### src/rtl/regfile_pkg.sv
// Shared register-file definitions used by the write-port arbiter and its neighbours.
package regfile_pkg;

    localparam int RF_ADDR_W = 2;
    localparam int RF_DATA_W = 32;
    localparam int RF_DEPTH  = 4;

    typedef enum logic {
        ARB_FREE,
        ARB_LOCKED
    } arb_state_e;

endpackage

### src/rtl/rr_arbiter.sv
// Combinational round-robin picker: first set request after last_grant, wrapping.
module rr_arbiter #(
    parameter int NUM_REQ = 3,
    parameter int ID_W    = $clog2(NUM_REQ)
) (
    input  logic [NUM_REQ-1:0] req,
    input  logic [ID_W-1:0]    last_grant,
    output logic [NUM_REQ-1:0] grant,
    output logic [ID_W-1:0]    grant_idx,
    output logic               grant_valid
);

    always_comb begin
        int cand;
        cand        = 0;
        grant       = '0;
        grant_idx   = '0;
        grant_valid = 1'b0;
        for (int k = 1; k <= NUM_REQ; k++) begin
            cand = (int'(last_grant) + k) % NUM_REQ;
            if (!grant_valid && req[cand]) begin
                grant_valid = 1'b1;
                grant[cand] = 1'b1;
                grant_idx   = ID_W'(cand);
            end
        end
    end

endmodule

### src/rtl/regfile_write_arbiter.sv
// Round-robin arbiter with optional multi-beat lock in front of the register file
// write port; the winning beat is registered and presented one cycle later.
module regfile_write_arbiter
    import regfile_pkg::*;
#(
    parameter int NUM_REQ      = 3,
    parameter int ADDR_W       = RF_ADDR_W,
    parameter int DATA_W       = RF_DATA_W,
    parameter int LOCK_TIMEOUT = 8
) (
    input  logic                          clk,
    input  logic                          rst_n,
    input  logic [NUM_REQ-1:0]            req_valid,
    input  logic [NUM_REQ-1:0]            req_lock,
    input  logic [NUM_REQ*ADDR_W-1:0]     req_addr,
    input  logic [NUM_REQ*DATA_W-1:0]     req_data,
    output logic [NUM_REQ-1:0]            req_ready,
    output logic                          rf_write_enable,
    output logic [ADDR_W-1:0]             rf_write_register,
    output logic [DATA_W-1:0]             rf_write_data,
    output logic [$clog2(NUM_REQ)-1:0]    grant_id,
    output logic                          busy
);

    localparam int ID_W  = $clog2(NUM_REQ);
    localparam int CNT_W = (LOCK_TIMEOUT > 0) ? $clog2(LOCK_TIMEOUT + 1) : 1;

    arb_state_e         state_q;
    logic [ID_W-1:0]    last_grant_q;
    logic [ID_W-1:0]    lock_owner_q;
    logic [CNT_W-1:0]   idle_cnt_q;

    logic [NUM_REQ-1:0] rr_grant;
    logic [ID_W-1:0]    rr_idx;
    logic               rr_any;

    logic               owner_valid;
    logic               xfer;
    logic [ID_W-1:0]    xfer_id;
    logic               xfer_lock;
    logic [ADDR_W-1:0]  xfer_addr;
    logic [DATA_W-1:0]  xfer_data;

    logic               vld_p1;
    logic [ADDR_W-1:0]  addr_p1;
    logic [DATA_W-1:0]  data_p1;
    logic [ID_W-1:0]    id_p1;

    rr_arbiter #(
        .NUM_REQ (NUM_REQ),
        .ID_W    (ID_W)
    ) u_rr (
        .req         (req_valid),
        .last_grant  (last_grant_q),
        .grant       (rr_grant),
        .grant_idx   (rr_idx),
        .grant_valid (rr_any)
    );

    assign owner_valid = req_valid[lock_owner_q];

    // Stage p0: pick the beat accepted this cycle; nothing is accepted while in reset.
    always_comb begin
        xfer      = 1'b0;
        xfer_id   = rr_idx;
        req_ready = '0;
        if (rst_n) begin
            if (state_q == ARB_FREE) begin
                xfer      = rr_any;
                xfer_id   = rr_idx;
                req_ready = rr_grant;
            end else begin
                xfer      = owner_valid;
                xfer_id   = lock_owner_q;
                req_ready = owner_valid ? (NUM_REQ'(1) << lock_owner_q) : '0;
            end
        end
    end

    assign xfer_lock = req_lock[xfer_id];
    assign xfer_addr = req_addr[int'(xfer_id)*ADDR_W +: ADDR_W];
    assign xfer_data = req_data[int'(xfer_id)*DATA_W +: DATA_W];

    always_ff @(posedge clk) begin
        if (!rst_n) begin
            state_q      <= ARB_FREE;
            last_grant_q <= ID_W'(NUM_REQ - 1);
            lock_owner_q <= '0;
            idle_cnt_q   <= '0;
        end else begin
            case (state_q)
                ARB_FREE: begin
                    if (xfer) begin
                        last_grant_q <= xfer_id;
                        if (xfer_lock) begin
                            state_q      <= ARB_LOCKED;
                            lock_owner_q <= xfer_id;
                            idle_cnt_q   <= '0;
                        end
                    end
                end
                ARB_LOCKED: begin
                    if (xfer) begin
                        idle_cnt_q   <= '0;
                        last_grant_q <= xfer_id;
                        if (!xfer_lock) state_q <= ARB_FREE;
                    end else if (LOCK_TIMEOUT != 0) begin
                        // Owner went quiet: release without moving the pointer.
                        if (idle_cnt_q == CNT_W'(LOCK_TIMEOUT - 1)) begin
                            state_q    <= ARB_FREE;
                            idle_cnt_q <= '0;
                        end else begin
                            idle_cnt_q <= idle_cnt_q + 1'b1;
                        end
                    end
                end
                default: state_q <= ARB_FREE;
            endcase
        end
    end

    // Stage p1: registered write port; reset drops any captured beat.
    always_ff @(posedge clk) begin
        if (!rst_n) begin
            vld_p1  <= 1'b0;
            addr_p1 <= '0;
            data_p1 <= '0;
            id_p1   <= '0;
        end else begin
            vld_p1 <= xfer;
            if (xfer) begin
                addr_p1 <= xfer_addr;
                data_p1 <= xfer_data;
                id_p1   <= xfer_id;
            end
        end
    end

    assign rf_write_enable   = vld_p1;
    assign rf_write_register = addr_p1;
    assign rf_write_data     = data_p1;
    assign grant_id          = id_p1;
    assign busy              = (state_q == ARB_LOCKED);

endmodule

### config.mk
export PLATFORM = sky130hd
export DESIGN_NAME = regfile_write_arbiter
export DESIGN_NICKNAME = d
export VERILOG_FILES = /design/src/rtl/regfile_pkg.sv /design/src/rtl/rr_arbiter.sv /design/src/rtl/regfile_write_arbiter.sv
export SDC_FILE = /design/constraint.sdc
export NUM_CORES = 1
export LEC_CHECK = 0
export BUFFER_PORTS_ARGS = -buffer_cell sky130_fd_sc_hd__buf_2
export CORE_UTILIZATION = 30
export CTS_CLUSTER_SIZE = 40
export DETAILED_ROUTE_END_ITERATION = 10
export SETUP_SLACK_MARGIN = 0.3
export SYNTH_ARGS = -nofsm -noshare
export SYNTH_HDL_FRONTEND = slang
export SYNTH_SLANG_ARGS = --single-unit
### constraint.sdc
create_clock -name clk -period 2.5 [get_ports clk]
set_input_delay 0.5 -clock clk [delete_from_list [all_inputs] [get_ports clk]]
set_output_delay 0.5 -clock clk [all_outputs]
set_load 0.005 [all_outputs]
# Word level (Yosys, flattened, before mapping)
# Index checks and enable logic that the tools add are counted.
# classes
addsub	4
n_div	3
magnitude_cmp	8
eq_ne	3
shifts	3
muxes	46
bitwise	3
n_reduce_logical	9
# ops
op	count
$ge A32 B1 Y1 const B	3
$lt A32 B4 Y1 const B	3
$mod A32 B3 Y32 const B	3
$shiftx A96 B8 Y32	1
$mux W1	20
$mux W3	6
$mux W4	4
$mux W2	6
$bmux W1 S2	5
$pmux W4 S2	1
$add A2 B2 Y3 const B	2
$demux W1 S2	3
$lt A2 B3 Y1 const B	2
$or A3 B3 Y3	2
$shiftx A6 B4 Y2	1
$logic_and A1 B1 Y1	5
$add A4 B1 Y4 const B	1
$eq A4 B3 Y1 const B	1
$ne A2 B2 Y1 const B	2
$add A2 B1 Y3 const B	1
$reduce_and A3 Y1	1
$shl A1 B2 Y3 const A	1
$logic_not A1 Y1	2
$pmux W1 S2	1
other kinds (2)	2
# totals
register_bits	46
inputBits	110
output_inout_bits	41
elab_cells	87

# Logic depth before layout (Yosys ltp)
# Gate-level depths: netlist of the first run.
# depth
depth_word	19
ltp_mapped	11
ltp_nobuf	8

# Modules after synthesis
# From an unflattened synthesis of the first run, not the netlist that was laid out.
# hier_totals
cells_unflattened	286
hier_area_um2	2742.6
# by_module_without_submodules
mod	instances	cells_per_inst	area_per_inst_um2	seq_area_each_um2
regfile_write_arbiter	1	246	2461.1	900.9
rr_arbiter	1	40	281.5	0.0

# Least setup slack after synthesis of the first run
# OpenSTA, ideal clock, no wires.
# synth_path
kind	flip-flop to output port
startpoint	reg last_grant_q[0]
endpoint	out req_ready[0]
arrival_time_ns	1.798
required_ns	2.000
setup_slack_ns	0.202
path_stages_with_launch	10
n_path_buf	1
cell_sequence	dfxtp_1 > inv_1 > ha_1 > buf_4 > nand3b_1 > o21a_2 > nand3_1 > a311oi_1 > a21oi_1 > nor2_1
# synth_between
elab_chain_cells	14
word_cells_on_any_way	43
cone_classes	add/sub (3); div (3); order compare (6); mux (22); bitwise (2); reduce/logical (7)
# synth_lines
item	line	source
start, declared	regfile_write_arbiter.sv:29	logic [ID_W-1:0] last_grant_q;
start signal, assigned	regfile_write_arbiter.sv:87	last_grant_q <= ID_W'(NUM_REQ - 1);
start signal, assigned	regfile_write_arbiter.sv:94	last_grant_q <= xfer_id;
start signal, assigned	regfile_write_arbiter.sv:105	last_grant_q <= xfer_id;
parallel branches: the longest is 11 deep, another holds $mod A32 B3 Y32	n/a	
$mux W3 *	rr_arbiter.sv:21	if (!grant_valid && req[cand]) begin
$mux W3 *	regfile_write_arbiter.sv:68	if (state_q == ARB_FREE) begin
$mux W3 *	regfile_write_arbiter.sv:67	if (rst_n) begin
end, declared	regfile_write_arbiter.sv:17	output logic [NUM_REQ-1:0] req_ready,
# Every way passes the cells marked *. The select of a mux whose other input is x is not followed.

# Worst setup path after layout of the first run
# layout_path
startpoint	reg last_grant_q[0]
endpoint	reg data_p1[1] (netlist: rf_write_data[1])
# layout_between
elab_chain_cells	15
word_cells_on_any_way	30
cone_classes	add/sub (3); div (3); shift (1); mux (19); reduce/logical (4)
# layout_lines
item	line	source
$add A2 B1 Y3	rr_arbiter.sv:20	cand = (int'(last_grant) + k) % NUM_REQ;
$mod A32 B3 Y32	rr_arbiter.sv:20	
$bmux W1 S2	rr_arbiter.sv:21	
$mux W1 (implied by the code) (2 in a row)	rr_arbiter.sv:21	
$mux W1	rr_arbiter.sv:21	
$logic_not A1 Y1	rr_arbiter.sv:21	
$logic_and A1 B1 Y1	rr_arbiter.sv:21	
$mux W1	rr_arbiter.sv:21	
$logic_not A1 Y1	rr_arbiter.sv:21	
$logic_and A1 B1 Y1	rr_arbiter.sv:21	
$mux W2	rr_arbiter.sv:21	
$mux W2	regfile_write_arbiter.sv:68	
$mux W2	regfile_write_arbiter.sv:67	
$shiftx A96 B8 Y32	regfile_write_arbiter.sv:82	assign xfer_data = req_data[int'(xfer_id)*DATA_W +: DATA_W];
end signal, assigned	regfile_write_arbiter.sv:133	data_p1 <= xfer_data;
end, declared	regfile_write_arbiter.sv:46	logic [DATA_W-1:0] data_p1;
# Parallel ways exist; a longest one is shown, timed or not. The select of a mux whose other input is x is not followed.
# A chain may end at the register's enable or synchronous reset.

==> impl_metrics.xml, run 1 <==
<?xml version="1.0" encoding="UTF-8"?>
<metrics>
  <group name="synthesis">
    <metric name="dominantRegCellSynth" unit="">dfxtp_1</metric>
    <metric name="synth_cells" unit="">423</metric>
    <metric name="flop_and_latch_count_out_of_synthesis" unit="">45</metric>
    <metric name="avg_cell_area_syn" unit="µm²">7.73</metric>
    <metric name="synthDominantCellAreaShare" unit="%">27.6</metric>
    <metric name="synth-edff-count" unit="">0</metric>
    <metric name="post-synth-top-area-cell" unit="">dfxtp_1</metric>
    <metric name="yosys_warnings" unit="">0</metric>
    <metric name="synth_seq_area_share" unit="%">27.6</metric>
    <metric name="synthArstFlopShare" unit="%">0</metric>
    <metric name="synth_top_cells_by_area" unit="">dfxtp_1 28%, a31oi_1 7.3%, and3_1 6.9%, o21ai_0 6.4%, a21boi_0 5.7%</metric>
    <metric name="synth_net_count" unit="">538</metric>
    <metric name="netlist_area" unit="mm²">0.00327</metric>
    <metric name="synthDistinctLibCells" unit="">58</metric>
  </group>
  <group name="clocking">
    <metric name="cts.root.buffer_cell" unit="">clkbuf_8</metric>
    <metric name="clkSlewWorstSetupHoldPaths" unit="ps">90</metric>
    <metric name="numCtsBuffers" unit="">5</metric>
    <metric name="numClockSinks" unit="">45</metric>
    <metric name="cts_hold_repair.buffers" unit="">0</metric>
    <metric name="ctsLongestPathBuffers" unit="">2</metric>
    <metric name="clock_h_tree_levels" unit="">2</metric>
    <metric name="clk_latency" unit="ps">300</metric>
    <metric name="cts_tree" unit="">built</metric>
  </group>
  <group name="die">
    <metric name="fp.dieArea" unit="mm²">0.0113</metric>
    <metric name="pin_count" unit="">151</metric>
    <metric name="die-height" unit="µm">106</metric>
    <metric name="start_util" unit="%">31.2</metric>
    <metric name="rows" unit="">37</metric>
    <metric name="floorplan.die.width" unit="µm">106</metric>
    <metric name="core_region_area" unit="mm²">0.0105</metric>
  </group>
  <group name="sta">
    <metric name="rsz0062_at_grt" unit="">yes</metric>
    <metric name="min_period_over_period" unit="%">103</metric>
    <metric name="fmax" unit="MHz">388</metric>
    <metric name="finClkSkew" unit="ps">10.4</metric>
    <metric name="final_period_minus_worst_setup_slack" unit="ps">2580</metric>
    <metric name="hold_ws" unit="ps">446</metric>
    <metric name="final_setup_violations" unit="">32</metric>
    <metric name="worst-slew-pin-transition" unit="ps">473</metric>
    <metric name="timing_max_transition_violations_final" unit="">0</metric>
    <metric name="final_critical_path_setup_slack" unit="ps">-77.1</metric>
    <metric name="hold_violations" unit="">0</metric>
    <metric name="slew-limit-headroom" unit="%">68.4</metric>
  </group>
  <group name="worst_setup_path">
    <metric name="worstPathRequired" unit="ps">2680</metric>
    <metric name="cp-end-kind" unit="">register</metric>
    <metric name="critical_path.max_fanout" unit="">7</metric>
    <metric name="timing.rr.start" unit="">last_grant_q[0]$_SDFFE_PN0P_</metric>
    <metric name="startpoint_type" unit="">register</metric>
    <metric name="critPathKind" unit="">register to register</metric>
    <metric name="timing.reg2reg.setup_slack" unit="ps">-80</metric>
    <metric name="worst-endpoint-arrival" unit="ps">2760</metric>
    <metric name="regToRegEndpoint" unit="">rf_write_data[1]$_SDFFE_PN0P_</metric>
    <metric name="r2r_cells" unit="">15</metric>
  </group>
  <group name="cells_and_area">
    <metric name="area_growth_syn_to_layout" unit="%">80.8</metric>
    <metric name="final_util" unit="%">56.5</metric>
    <metric name="final_layout_size_suffix_gt1_share" unit="%">63.7</metric>
    <metric name="fin_area" unit="mm²">0.00591</metric>
    <metric name="nets" unit="">733</metric>
    <metric name="n_fill_cell" unit="">963</metric>
    <metric name="diodes" unit="">0</metric>
  </group>
  <group name="global_routing">
    <metric name="global_route_wire_length_before_repair" unit="µm">20900</metric>
    <metric name="grt_pass1_vias" unit="">4097</metric>
    <metric name="grt.total_usage" unit="%">23.5</metric>
    <metric name="antenna_found_initial" unit="">0</metric>
    <metric name="grt_remaining_overflow" unit="">0</metric>
    <metric name="maximum_number_of_pins_on_one_net_before_global_route_repair" unit="">44</metric>
  </group>
  <group name="place">
    <metric name="io_buffer_count" unit="">150</metric>
    <metric name="gpl.final_weighted_congestion" unit="">0.849</metric>
    <metric name="placement.cell_area" unit="mm²">0.00423</metric>
    <metric name="estimated_wirelength_of_the_detail_placed_design" unit="µm">8360</metric>
  </group>
  <group name="hold_path">
    <metric name="timing.hold.worst_path_depth" unit="">3</metric>
    <metric name="min-delay-start" unit="">req_data[91]</metric>
    <metric name="hold_path_end" unit="">rf_write_data[27]$_SDFFE_PN0P_</metric>
    <metric name="min-delay-path-class" unit="">input pin to register</metric>
  </group>
  <group name="pwr">
    <metric name="power" unit="mW">9.57</metric>
    <metric name="static_leakage" unit="nW">2.56</metric>
    <metric name="cellPowerDensity" unit="mW/mm²">1620</metric>
    <metric name="vdd_drop_max" unit="µV">1000</metric>
  </group>
  <group name="drt">
    <metric name="ant_nets" unit="">0</metric>
    <metric name="post-route-drc-count" unit="">0</metric>
    <metric name="drt_first_iter_violations" unit="">276</metric>
    <metric name="via_per_inst" unit="">5.60</metric>
    <metric name="detail_route.wl_per_cell" unit="µm">19.4</metric>
    <metric name="postRouteWirelength" unit="µm">14600</metric>
    <metric name="detailed_route_via_count" unit="">4226</metric>
    <metric name="drt_pass1_iterations" unit="">5</metric>
  </group>
  <group name="job">
    <metric name="max_cap_violations" unit="">0</metric>
  </group>
  <group name="outcome">
    <metric name="failing_checks" unit="">setup timing</metric>
    <metric name="outcome" unit="">complete, but fails checks</metric>
  </group>
</metrics>
-- stage by stage --
stage | TNS [ps] | cells | worst slack [ps]
after floorplan | 0 | 423 | 298
final | -1740 | 755 | -77.1
after global routing | -5250 | 755 | -240
after global placement | 0 | 689 | 40.4
after detailed placement | -48.4 | 689 | -48.4
after CTS | -100 | 736 | -54.8
-- how the worst max path moves through the flow --
stage	start	endpoint	slack (ps)	cells past startpoint
2_1_floorplan	last_grant_q[0]$_SDFFE_PN0P_	req_ready[0]	300	9
3_3_place_gp	last_grant_q[0]$_SDFFE_PN0P_	req_ready[1]	40	10
3_5_place_dp	last_grant_q[0]$_SDFFE_PN0P_	req_ready[1]	-50	10
4_1_cts	last_grant_q[0]$_SDFFE_PN0P_	req_ready[1]	-50	9
5_1_grt	last_grant_q[0]$_SDFFE_PN0P_	req_ready[0]	-240	11
6_report	last_grant_q[0]$_SDFFE_PN0P_	rf_write_data[1]$_SDFFE_PN0P_	-80	15
-- critical path, cell delays in order (launching register included) --
cell       delay, ps
dfxtp_4          370
inv_4             40
ha_4             250
buf_8            130
nand3b_1         220
o21a_4           180
buf_6            120
buf_8            120
buf_12           120
a311oi_4         240
buf_4            180
nor3_4            40
buf_6            150
clkbuf_16        170
nand2_4           60
a31oi_1           70
-- cell usage in the layout, fill, tap and decap left out, types with 3 or more instances in the layout --
cell type  synthesis  final
clkbuf_16          0      3
a21boi_1           1      6
buf_16             0     10
buf_12             0     13
o21ai_1           36     13
o21ai_4            1      3
buf_8              0      6
clkbuf_8           0      5
buf_4              4     36
o21ai_0           42     38
ha_4               0      3
a31oi_1           38     37
o211ai_1           7      7
buf_6              5     10
nor2b_1            4      3
mux2i_4            1      3
nand2b_1           4      3
buf_2              9    150
nand3b_1           6      6
a21boi_4           0      3
o21ai_2            1     26
nand3_1            5      5
nand2_1           44     14
nor3_1             3      3
nand2_2            0     19
nand2_4            0     11
and3_4             0     35
a311oi_2           0      3
dfxtp_1           45     43
inv_1             10      8
a21boi_2          10     26
nor2_1             8      7
-- kinds of logic (layout without fill, tap and decap cells) --
logic type	count (synthesis)	in the layout	share of synthesized area, %
AO/OA/AOI/OAI	194	195	40.4
flip-flops	45	45	27.6
multiplexers	5	5	2.14
buffers and inverters	51	246	7.81
AND/OR/NAND/NOR	123	123	20.1
adder cells (fa/ha/maj)	5	5	1.91
-- registers in the layout, indices dropped and copies added (netlist names) --
signal,cells
idle_cnt_q,4
last_grant_q,2
lock_owner_q,2
rf_write_data,32
busy,1
rf_write_enable,1
rf_write_register,2
grant_id,1
-- what timing repair did --
| item | in CTS | in global routing |
|---|---|---|
| buffers inserted | 28 | 15 |
| resized for setup | 163 | 65 |
| pin swaps | 126 | 67 |
| gates cloned | 11 | 4 |
| setup endpoints to repair | 47 | 47 |
-- final cells by class --
class	count	area, µm²	area share (%)
clock buffers	6	72.6	1.23
multi-input cells	328	2850	48.2
repair buffers	228	1830	31.0
flip-flops and latches	45	906	15.3
well taps	136	170	2.88
inverters	10	40.0	0.678
clock inverters	2	38.8	0.657
-- routing by layer --
metal,share of wire (%),GRT usage [%],vias to the layer above
met1,39,28.3,1992
met5,0,0,-
met4,2.5,8.43,0
met3,7.9,4.84,29
met2,51,40.9,219
li1,-,-,1986
-- power breakdown --
part           total (mW)  leakage, nW  internal [mW]  switching (mW)
Combinational        7.84         2.14           4.12            3.72
Clock               0.581       0.0554          0.301           0.280
Sequential           1.15        0.372          0.979           0.170
-- synth_stat cells (2+ instances only) --
| cell type | count |
|---|---|
| a211o_1 | 2 |
| a21boi_0 | 25 |
| a21boi_2 | 10 |
| a21oi_1 | 4 |
| a311oi_1 | 5 |
| a31oi_1 | 38 |
| and2_1 | 2 |
| and3_1 | 36 |
| and3b_1 | 2 |
| buf_2 | 9 |
| buf_4 | 4 |
| buf_6 | 5 |
| clkbuf_1 | 23 |
| dfxtp_1 | 45 |
| ha_1 | 5 |
| inv_1 | 10 |
| mux2i_1 | 2 |
| mux2i_2 | 2 |
| nand2_1 | 44 |
| nand2b_1 | 4 |
| nand3_1 | 5 |
| nand3b_1 | 6 |
| nand4_1 | 2 |
| nor2_1 | 8 |
| nor2b_1 | 4 |
| nor3_1 | 3 |
| nor3b_1 | 2 |
| nor4_1 | 2 |
| o211ai_1 | 7 |
| o21ai_0 | 42 |
| o21ai_1 | 36 |
| o311a_1 | 2 |
| o31a_1 | 2 |
(Power assumes the default switching activity.)
==> run 2: changes to the inputs <==
--- a/config.mk
+++ b/config.mk
@@ -6,9 +6,12 @@
 export NUM_CORES = 1
 export LEC_CHECK = 0
 export BUFFER_PORTS_ARGS = -buffer_cell sky130_fd_sc_hd__buf_2
+export CELL_PAD_IN_SITES_DETAIL_PLACEMENT = 0
+export CELL_PAD_IN_SITES_GLOBAL_PLACEMENT = 1
 export CORE_UTILIZATION = 30
 export CTS_CLUSTER_SIZE = 40
 export DETAILED_ROUTE_END_ITERATION = 10
+export PLACE_DENSITY_LB_ADDON = 0.1
 export SETUP_SLACK_MARGIN = 0.3
 export SYNTH_ARGS = -nofsm -noshare
 export SYNTH_HDL_FRONTEND = slang
==> run 2 against run 1 <==
Compared with the run above: the run still ends with setup timing left; clock power grew 1%; die area is the same; register-to-register slack is essentially flat; core utilization shrank 2.1 points; cell count shrank 0.66%; global-route usage shrank 0.82 points; critical path depth shrank 6; worst setup slack lost 20 ps; sequential power is essentially flat; worst hold slack lost 15 ps; critical endpoint is now req_ready[1]; largest power group unchanged.
==> impl_metrics.xml, run 2 (same netlist as run 1, synthesis figures left out) <==
<?xml version="1.0" encoding="UTF-8"?>
<metrics>
  <group name="sta">
    <metric name="slew-limit-headroom" unit="%">68.7</metric>
    <metric name="worst-slew-pin-transition" unit="ps">467</metric>
    <metric name="hold_ws" unit="ps">431</metric>
    <metric name="final_setup_violations" unit="">34</metric>
    <metric name="fmax" unit="MHz">385</metric>
    <metric name="final_critical_path_setup_slack" unit="ps">-97.2</metric>
    <metric name="final_period_minus_worst_setup_slack" unit="ps">2600</metric>
    <metric name="finClkSkew" unit="ps">12.8</metric>
    <metric name="hold_violations" unit="">0</metric>
    <metric name="rsz0062_at_grt" unit="">yes</metric>
    <metric name="timing_max_transition_violations_final" unit="">0</metric>
    <metric name="min_period_over_period" unit="%">104</metric>
  </group>
  <group name="drt">
    <metric name="post-route-drc-count" unit="">0</metric>
    <metric name="detail_route.wl_per_cell" unit="µm">18.2</metric>
    <metric name="drt_first_iter_violations" unit="">163</metric>
    <metric name="ant_nets" unit="">0</metric>
    <metric name="drt_pass1_iterations" unit="">5</metric>
    <metric name="postRouteWirelength" unit="µm">13600</metric>
    <metric name="detailed_route_via_count" unit="">4182</metric>
    <metric name="via_per_inst" unit="">5.58</metric>
  </group>
  <group name="clocking">
    <metric name="clk_latency" unit="ps">310</metric>
    <metric name="clkSlewWorstSetupHoldPaths" unit="ps">100</metric>
    <metric name="cts.root.buffer_cell" unit="">clkbuf_8</metric>
    <metric name="clock_h_tree_levels" unit="">2</metric>
    <metric name="numClockSinks" unit="">45</metric>
    <metric name="numCtsBuffers" unit="">5</metric>
    <metric name="ctsLongestPathBuffers" unit="">2</metric>
    <metric name="cts_tree" unit="">built</metric>
    <metric name="cts_hold_repair.buffers" unit="">0</metric>
  </group>
  <group name="cells_and_area">
    <metric name="n_fill_cell" unit="">1032</metric>
    <metric name="area_growth_syn_to_layout" unit="%">74.0</metric>
    <metric name="nets" unit="">728</metric>
    <metric name="multi_input_area" unit="mm²">0.00270</metric>
    <metric name="sequential_cell_area" unit="µm²">906</metric>
    <metric name="diodes" unit="">0</metric>
    <metric name="largest_register_ffs" unit="">32</metric>
    <metric name="final_util" unit="%">54.4</metric>
    <metric name="final_layout_size_suffix_gt1_share" unit="%">59.3</metric>
    <metric name="final_cell_mix" unit="">150 x buf_2, 43 x nand2_1, 43 x dfxtp_1, 39 x o21ai_0, 38 x a31oi_1</metric>
    <metric name="layout.cells.most_common" unit="">buf_2</metric>
  </group>
  <group name="worst_setup_path">
    <metric name="cp-end-kind" unit="">primary output</metric>
    <metric name="worstPathRequired" unit="ps">2000</metric>
    <metric name="startpoint_type" unit="">register</metric>
    <metric name="critical_path.max_fanout" unit="">5</metric>
    <metric name="worst-endpoint-arrival" unit="ps">2100</metric>
    <metric name="critPathKind" unit="">register to primary output</metric>
  </group>
  <group name="outcome">
    <metric name="failing_checks" unit="">setup timing</metric>
    <metric name="outcome" unit="">complete, but fails checks</metric>
  </group>
  <group name="die">
    <metric name="floorplan.die.width" unit="µm">106</metric>
    <metric name="fp.dieArea" unit="mm²">0.0113</metric>
    <metric name="die-height" unit="µm">106</metric>
    <metric name="rows" unit="">37</metric>
    <metric name="pin_count" unit="">151</metric>
    <metric name="start_util" unit="%">31.2</metric>
    <metric name="core_region_area" unit="mm²">0.0105</metric>
  </group>
  <group name="place">
    <metric name="dp_worst_setup_slack" unit="ps">-14.9</metric>
    <metric name="estimated_wirelength_of_the_detail_placed_design" unit="µm">8120</metric>
    <metric name="io_buffer_count" unit="">150</metric>
    <metric name="gpl.final_weighted_congestion" unit="">0.834</metric>
  </group>
  <group name="pwr">
    <metric name="power" unit="mW">9.37</metric>
    <metric name="static_leakage" unit="nW">2.44</metric>
    <metric name="vdd_drop_max" unit="µV">807</metric>
    <metric name="cellPowerDensity" unit="mW/mm²">1650</metric>
  </group>
  <group name="global_routing">
    <metric name="grt_pass1_vias" unit="">4046</metric>
    <metric name="antenna_found_initial" unit="">0</metric>
    <metric name="maximum_number_of_pins_on_one_net_before_global_route_repair" unit="">45</metric>
    <metric name="global_route_wire_length_before_repair" unit="µm">20300</metric>
    <metric name="grt.total_usage" unit="%">22.7</metric>
    <metric name="grt_remaining_overflow" unit="">0</metric>
  </group>
  <group name="hold_path">
    <metric name="min-delay-path-class" unit="">input pin to register</metric>
  </group>
  <group name="job">
    <metric name="max_cap_violations" unit="">0</metric>
  </group>
</metrics>
[run 2: cell types whose count changed in the layout (fill, tap and decap cells not counted), moves of 4 or more]
cell      change
buf_8         -6
nand2_2      -19
buf_6         +6
o21ai_2       +4
o21ai_1       -6
nand2_1      +29
a21boi_1      -4
nand2_4      -10
[run 2: metal layers]
metal  GRT usage [%]  routed length (µm)  share of wire [%]
met1            27.7                5540                 41
met2            38.2                6560                 48
met3            5.58                1030                7.5
met4            8.43                 507                3.7
met5               0                   0                  0
[run 2: worst max-delay path, stage by stage, from the launching register on]
cell and delay (ps):
dfxtp_4 380, inv_4 50, ha_4 270, buf_4 150, o21a_4 220, a32oi_2 300, o21ai_4 100, a21oi_2 150
nor2_1 60, buf_2 130
[run 2: area by class of cell]
| class | count | area share [%] |
|---|---|---|
| Inverter | 10 | 0.704 |
| Multi-Input combinational cell | 327 | 47.5 |
| Timing Repair Buffer | 224 | 30.9 |
| Sequential cell | 45 | 15.9 |
| Tap cell | 136 | 2.99 |
| Clock inverter | 2 | 0.682 |
| Clock buffer | 6 | 1.28 |
[run 2: path summary, 6_finish.rpt]
path / startpoint / endpoint / slack [ps] / depth (start not counted)
worst max-delay path: last_grant_q[0]$_SDFFE_PN0P_ / req_ready[1] / -100 / 9
worst min-delay path: req_data[80] / rf_write_data[16]$_SDFFE_PN0P_ / 430 / 3
worst min register to register: grant_id[1]$_SDFFE_PN0P_ / grant_id[1]$_SDFFE_PN0P_ / 480 / 2
worst max register to register: last_grant_q[0]$_SDFFE_PN0P_ / rf_write_data[12]$_SDFFE_PN0P_ / -80 / 13
[run 2: timing repair]
action,in CTS,in global routing
setup buffers,27,16
setup endpoints to repair,47,47
pin swaps,96,25
resized for setup,151,32
gates cloned,12,0
[run 2: per-stage QoR]
stage | TNS, ps | cells | area, µm²
after detailed placement | -14.9 | 687 | 4220
final | -1250 | 750 | 5690
after global placement | 0 | 687 | 4220
after floorplan | 0 | 423 | 3290
after global routing | -3940 | 750 | 5690
after CTS | -134 | 734 | 5400
[run 2: report_power, final]
| group | internal, mW | leakage [nW] | switching [mW] |
|---|---|---|---|
| Combinational | 4.07 | 2.01 | 3.58 |
| Sequential | 0.979 | 0.372 | 0.154 |
| Clock | 0.301 | 0.0554 | 0.287 |
| Total | 5.35 | 2.44 | 4.02 |
==> run 3: changes to the inputs <==
--- a/config.mk
+++ b/config.mk
@@ -16,3 +16,4 @@
 export SYNTH_ARGS = -nofsm -noshare
 export SYNTH_HDL_FRONTEND = slang
 export SYNTH_SLANG_ARGS = --single-unit
+export TNS_END_PERCENT = 20
==> run 3 against run 2 <==
Compared with the run above: the flow still finishes with violations (setup timing); sequential share of layout area grew 1.1 points; global-route usage shrank 1.2 points; flip-flop and latch count is the same; cell area shrank 6.3%; combinational power shrank 16%; clock power is essentially flat; first-iteration DRC count shrank 19%; sequential power is essentially flat; worst hold slack gained 2.6 ps; critical endpoint is now req_ready[0].
==> impl_metrics.xml, run 3 (same netlist as run 1, synthesis figures left out) <==
<?xml version="1.0" encoding="UTF-8"?>
<metrics>
  <group name="hold_path">
    <metric name="hold_path_end" unit="">rf_write_data[16]$_SDFFE_PN0P_</metric>
    <metric name="timing.hold.worst_path_depth" unit="">3</metric>
    <metric name="min-delay-path-class" unit="">input pin to register</metric>
    <metric name="min-delay-start" unit="">req_data[80]</metric>
  </group>
  <group name="sta">
    <metric name="final_period_minus_worst_setup_slack" unit="ps">2600</metric>
    <metric name="final_setup_violations" unit="">20</metric>
    <metric name="hold_ws" unit="ps">434</metric>
    <metric name="rsz0062_at_grt" unit="">yes</metric>
    <metric name="fmax" unit="MHz">385</metric>
    <metric name="final_critical_path_setup_slack" unit="ps">-97.2</metric>
    <metric name="hold_violations" unit="">0</metric>
    <metric name="min_period_over_period" unit="%">104</metric>
    <metric name="finClkSkew" unit="ps">9.52</metric>
    <metric name="slew-limit-headroom" unit="%">68.1</metric>
    <metric name="worst-slew-pin-transition" unit="ps">476</metric>
    <metric name="timing_max_transition_violations_final" unit="">0</metric>
  </group>
  <group name="clocking">
    <metric name="clkSlewWorstSetupHoldPaths" unit="ps">100</metric>
    <metric name="clock_h_tree_levels" unit="">2</metric>
    <metric name="cts.root.buffer_cell" unit="">clkbuf_8</metric>
    <metric name="numClockSinks" unit="">45</metric>
    <metric name="cts_tree" unit="">built</metric>
    <metric name="clk_latency" unit="ps">300</metric>
    <metric name="numCtsBuffers" unit="">5</metric>
    <metric name="ctsLongestPathBuffers" unit="">2</metric>
  </group>
  <group name="cells_and_area">
    <metric name="sequential_cell_area" unit="µm²">906</metric>
    <metric name="largest_register_ffs" unit="">32</metric>
    <metric name="instances_no_fill" unit="">736</metric>
    <metric name="layout.cells.most_common" unit="">buf_2</metric>
    <metric name="final_layout_size_suffix_gt1_share" unit="%">56.5</metric>
    <metric name="n_fill_cell" unit="">1062</metric>
    <metric name="multi_input_area" unit="mm²">0.00262</metric>
    <metric name="diodes" unit="">0</metric>
    <metric name="final_cell_mix" unit="">150 x buf_2, 43 x nand2_1, 43 x dfxtp_1, 39 x o21ai_0, 37 x a31oi_1</metric>
    <metric name="area_growth_syn_to_layout" unit="%">63.0</metric>
    <metric name="nets" unit="">714</metric>
  </group>
  <group name="drt">
    <metric name="detailed_route_via_count" unit="">4042</metric>
    <metric name="detail_route.wl_per_cell" unit="µm">17.7</metric>
    <metric name="via_per_inst" unit="">5.49</metric>
    <metric name="post-route-drc-count" unit="">0</metric>
    <metric name="drt_pass1_iterations" unit="">4</metric>
    <metric name="drt_first_iter_violations" unit="">132</metric>
    <metric name="postRouteWirelength" unit="µm">13000</metric>
    <metric name="ant_nets" unit="">0</metric>
  </group>
  <group name="global_routing">
    <metric name="grt.total_usage" unit="%">21.5</metric>
    <metric name="maximum_number_of_pins_on_one_net_before_global_route_repair" unit="">45</metric>
    <metric name="antenna_found_initial" unit="">0</metric>
    <metric name="grt_remaining_overflow" unit="">0</metric>
    <metric name="grt_pass1_vias" unit="">3859</metric>
    <metric name="global_route_wire_length_before_repair" unit="µm">19500</metric>
  </group>
  <group name="pwr">
    <metric name="power_switching" unit="mW">3.61</metric>
    <metric name="pwr-share-seq" unit="%">13.9</metric>
    <metric name="combinationalPowerShare" unit="%">78.9</metric>
    <metric name="power.clock.fraction" unit="%">7.2</metric>
    <metric name="cellPowerDensity" unit="mW/mm²">1530</metric>
    <metric name="fraction_of_power_spent_switching_nets" unit="%">44.3</metric>
    <metric name="vdd_drop_max" unit="µV">612</metric>
    <metric name="power.internal" unit="mW">4.53</metric>
    <metric name="static_leakage" unit="nW">2.28</metric>
  </group>
  <group name="outcome">
    <metric name="outcome" unit="">complete, but fails checks</metric>
    <metric name="failing_checks" unit="">setup timing</metric>
  </group>
  <group name="die">
    <metric name="floorplan.die.width" unit="µm">106</metric>
    <metric name="rows" unit="">37</metric>
    <metric name="start_util" unit="%">31.2</metric>
    <metric name="core_region_area" unit="mm²">0.0105</metric>
    <metric name="fp.dieArea" unit="mm²">0.0113</metric>
    <metric name="pin_count" unit="">151</metric>
    <metric name="die-height" unit="µm">106</metric>
  </group>
  <group name="worst_setup_path">
    <metric name="crit_path_cells" unit="">buf_4 &gt; ha_4 &gt; mux2i_4 &gt; o21ai_2 &gt; nand3_1 &gt; a311oi_2 &gt; a21oi_1 &gt; nor2_1 &gt; buf_2</metric>
    <metric name="critical_path.max_fanout" unit="">4</metric>
    <metric name="worst-endpoint-arrival" unit="ps">2100</metric>
    <metric name="worst_path_max_delay_cell" unit="">dfxtp_4</metric>
    <metric name="startpoint_type" unit="">register</metric>
    <metric name="r2r_cells" unit="">13</metric>
    <metric name="regToRegEndpoint" unit="">rf_write_data[9]$_SDFFE_PN0P_</metric>
    <metric name="timing.rr.start" unit="">last_grant_q[0]$_SDFFE_PN0P_</metric>
    <metric name="cp-end-kind" unit="">primary output</metric>
    <metric name="critPathKind" unit="">register to primary output</metric>
    <metric name="worstPathRequired" unit="ps">2000</metric>
    <metric name="critical_path.max_stage_delay" unit="ps">370</metric>
    <metric name="timing.reg2reg.setup_slack" unit="ps">-80</metric>
  </group>
  <group name="place">
    <metric name="numPlacedInstances" unit="">687</metric>
    <metric name="gpl.final_weighted_congestion" unit="">0.834</metric>
    <metric name="estimated_wirelength_of_the_detail_placed_design" unit="µm">8120</metric>
    <metric name="io_buffer_count" unit="">150</metric>
  </group>
  <group name="job">
    <metric name="max_cap_violations" unit="">0</metric>
  </group>
</metrics>
## run 3: metrics by stage
stage / setup slack [ps] / power (mW) / instance area [µm²] / TNS [ps] / utilization [%]
2_1_floorplan: 298 / 3.83 / 3290 / 0 / -
3_3_place_gp: 33.9 / 4.99 / 4220 / 0 / 40.4
3_5_place_dp: -14.9 / 5.03 / 4220 / -14.9 / 40.4
4_1_cts: -58.4 / 7.34 / 5020 / -132 / 48.0
5_1_grt: -246 / 8.66 / 5330 / -2500 / 50.9
6_report: -97.2 / 8.15 / 5330 / -937 / 50.9
## run 3: cell type report
class                      count  share of cell area, %
multi-input combinational    327                   49.2
timing repair buffer         210                   27.8
sequential                    45                   17.0
tap                          136                   3.19
clock buffer                   6                   1.36
inverter                      10                  0.752
clock inverter                 2                  0.728
## run 3: worst max-delay path by stage
stage | startpoint | slack (ps) | cells past startpoint | end
floorplan | last_grant_q[0]$_SDFFE_PN0P_ | 300 | 9 | req_ready[0]
global placement | last_grant_q[0]$_SDFFE_PN0P_ | 30 | 10 | rf_write_data[6]$_SDFFE_PN0P_
detailed placement | last_grant_q[0]$_SDFFE_PN0P_ | -10 | 10 | rf_write_data[11]$_SDFFE_PN0P_
CTS | last_grant_q[0]$_SDFFE_PN0P_ | -60 | 9 | req_ready[1]
global route | last_grant_q[0]$_SDFFE_PN0P_ | -250 | 9 | req_ready[0]
finish | last_grant_q[0]$_SDFFE_PN0P_ | -100 | 9 | req_ready[0]
## run 3: power groups by stage
stage,Clock (mW),Sequential [mW],Combinational [mW]
2_1_floorplan,0,1.14,2.69
3_3_place_gp,0,1.12,3.87
3_5_place_dp,0,1.13,3.89
4_1_cts,0.601,1.12,5.61
5_1_grt,0.632,1.17,6.86
6_report,0.588,1.13,6.43
## run 3: timing repair
action / CTS / global route
setup endpoints to repair: 47 / 47
pin swaps: 108 / 50
hold endpoints to repair: 0 / 0
hold buffers: 0 / 0
setup buffers: 15 / 19
gates cloned: 5 / 2
gates resized for setup: 125 / 24
## run 3: critical path: cells and delay by family (launching register included)
kind | cells | cell delay, ps
AOI/OAI and AO/OA | 3 | 570
adders and majority gates | 1 | 170
buffers and inverters | 2 | 260
DFF | 1 | 370
muxes | 1 | 200
and+or+nand+nor | 2 | 230
## run 3: routing by layer
layer  share of wire, %  global-route usage [%]  vias to the layer above
met4                2.5                    7.14                        0
met5                  0                       0                        -
met1                 42                    27.2                     1911
li1                   -                       -                     1938
met2                 48                    35.3                      168
met3                7.3                    5.46                       25
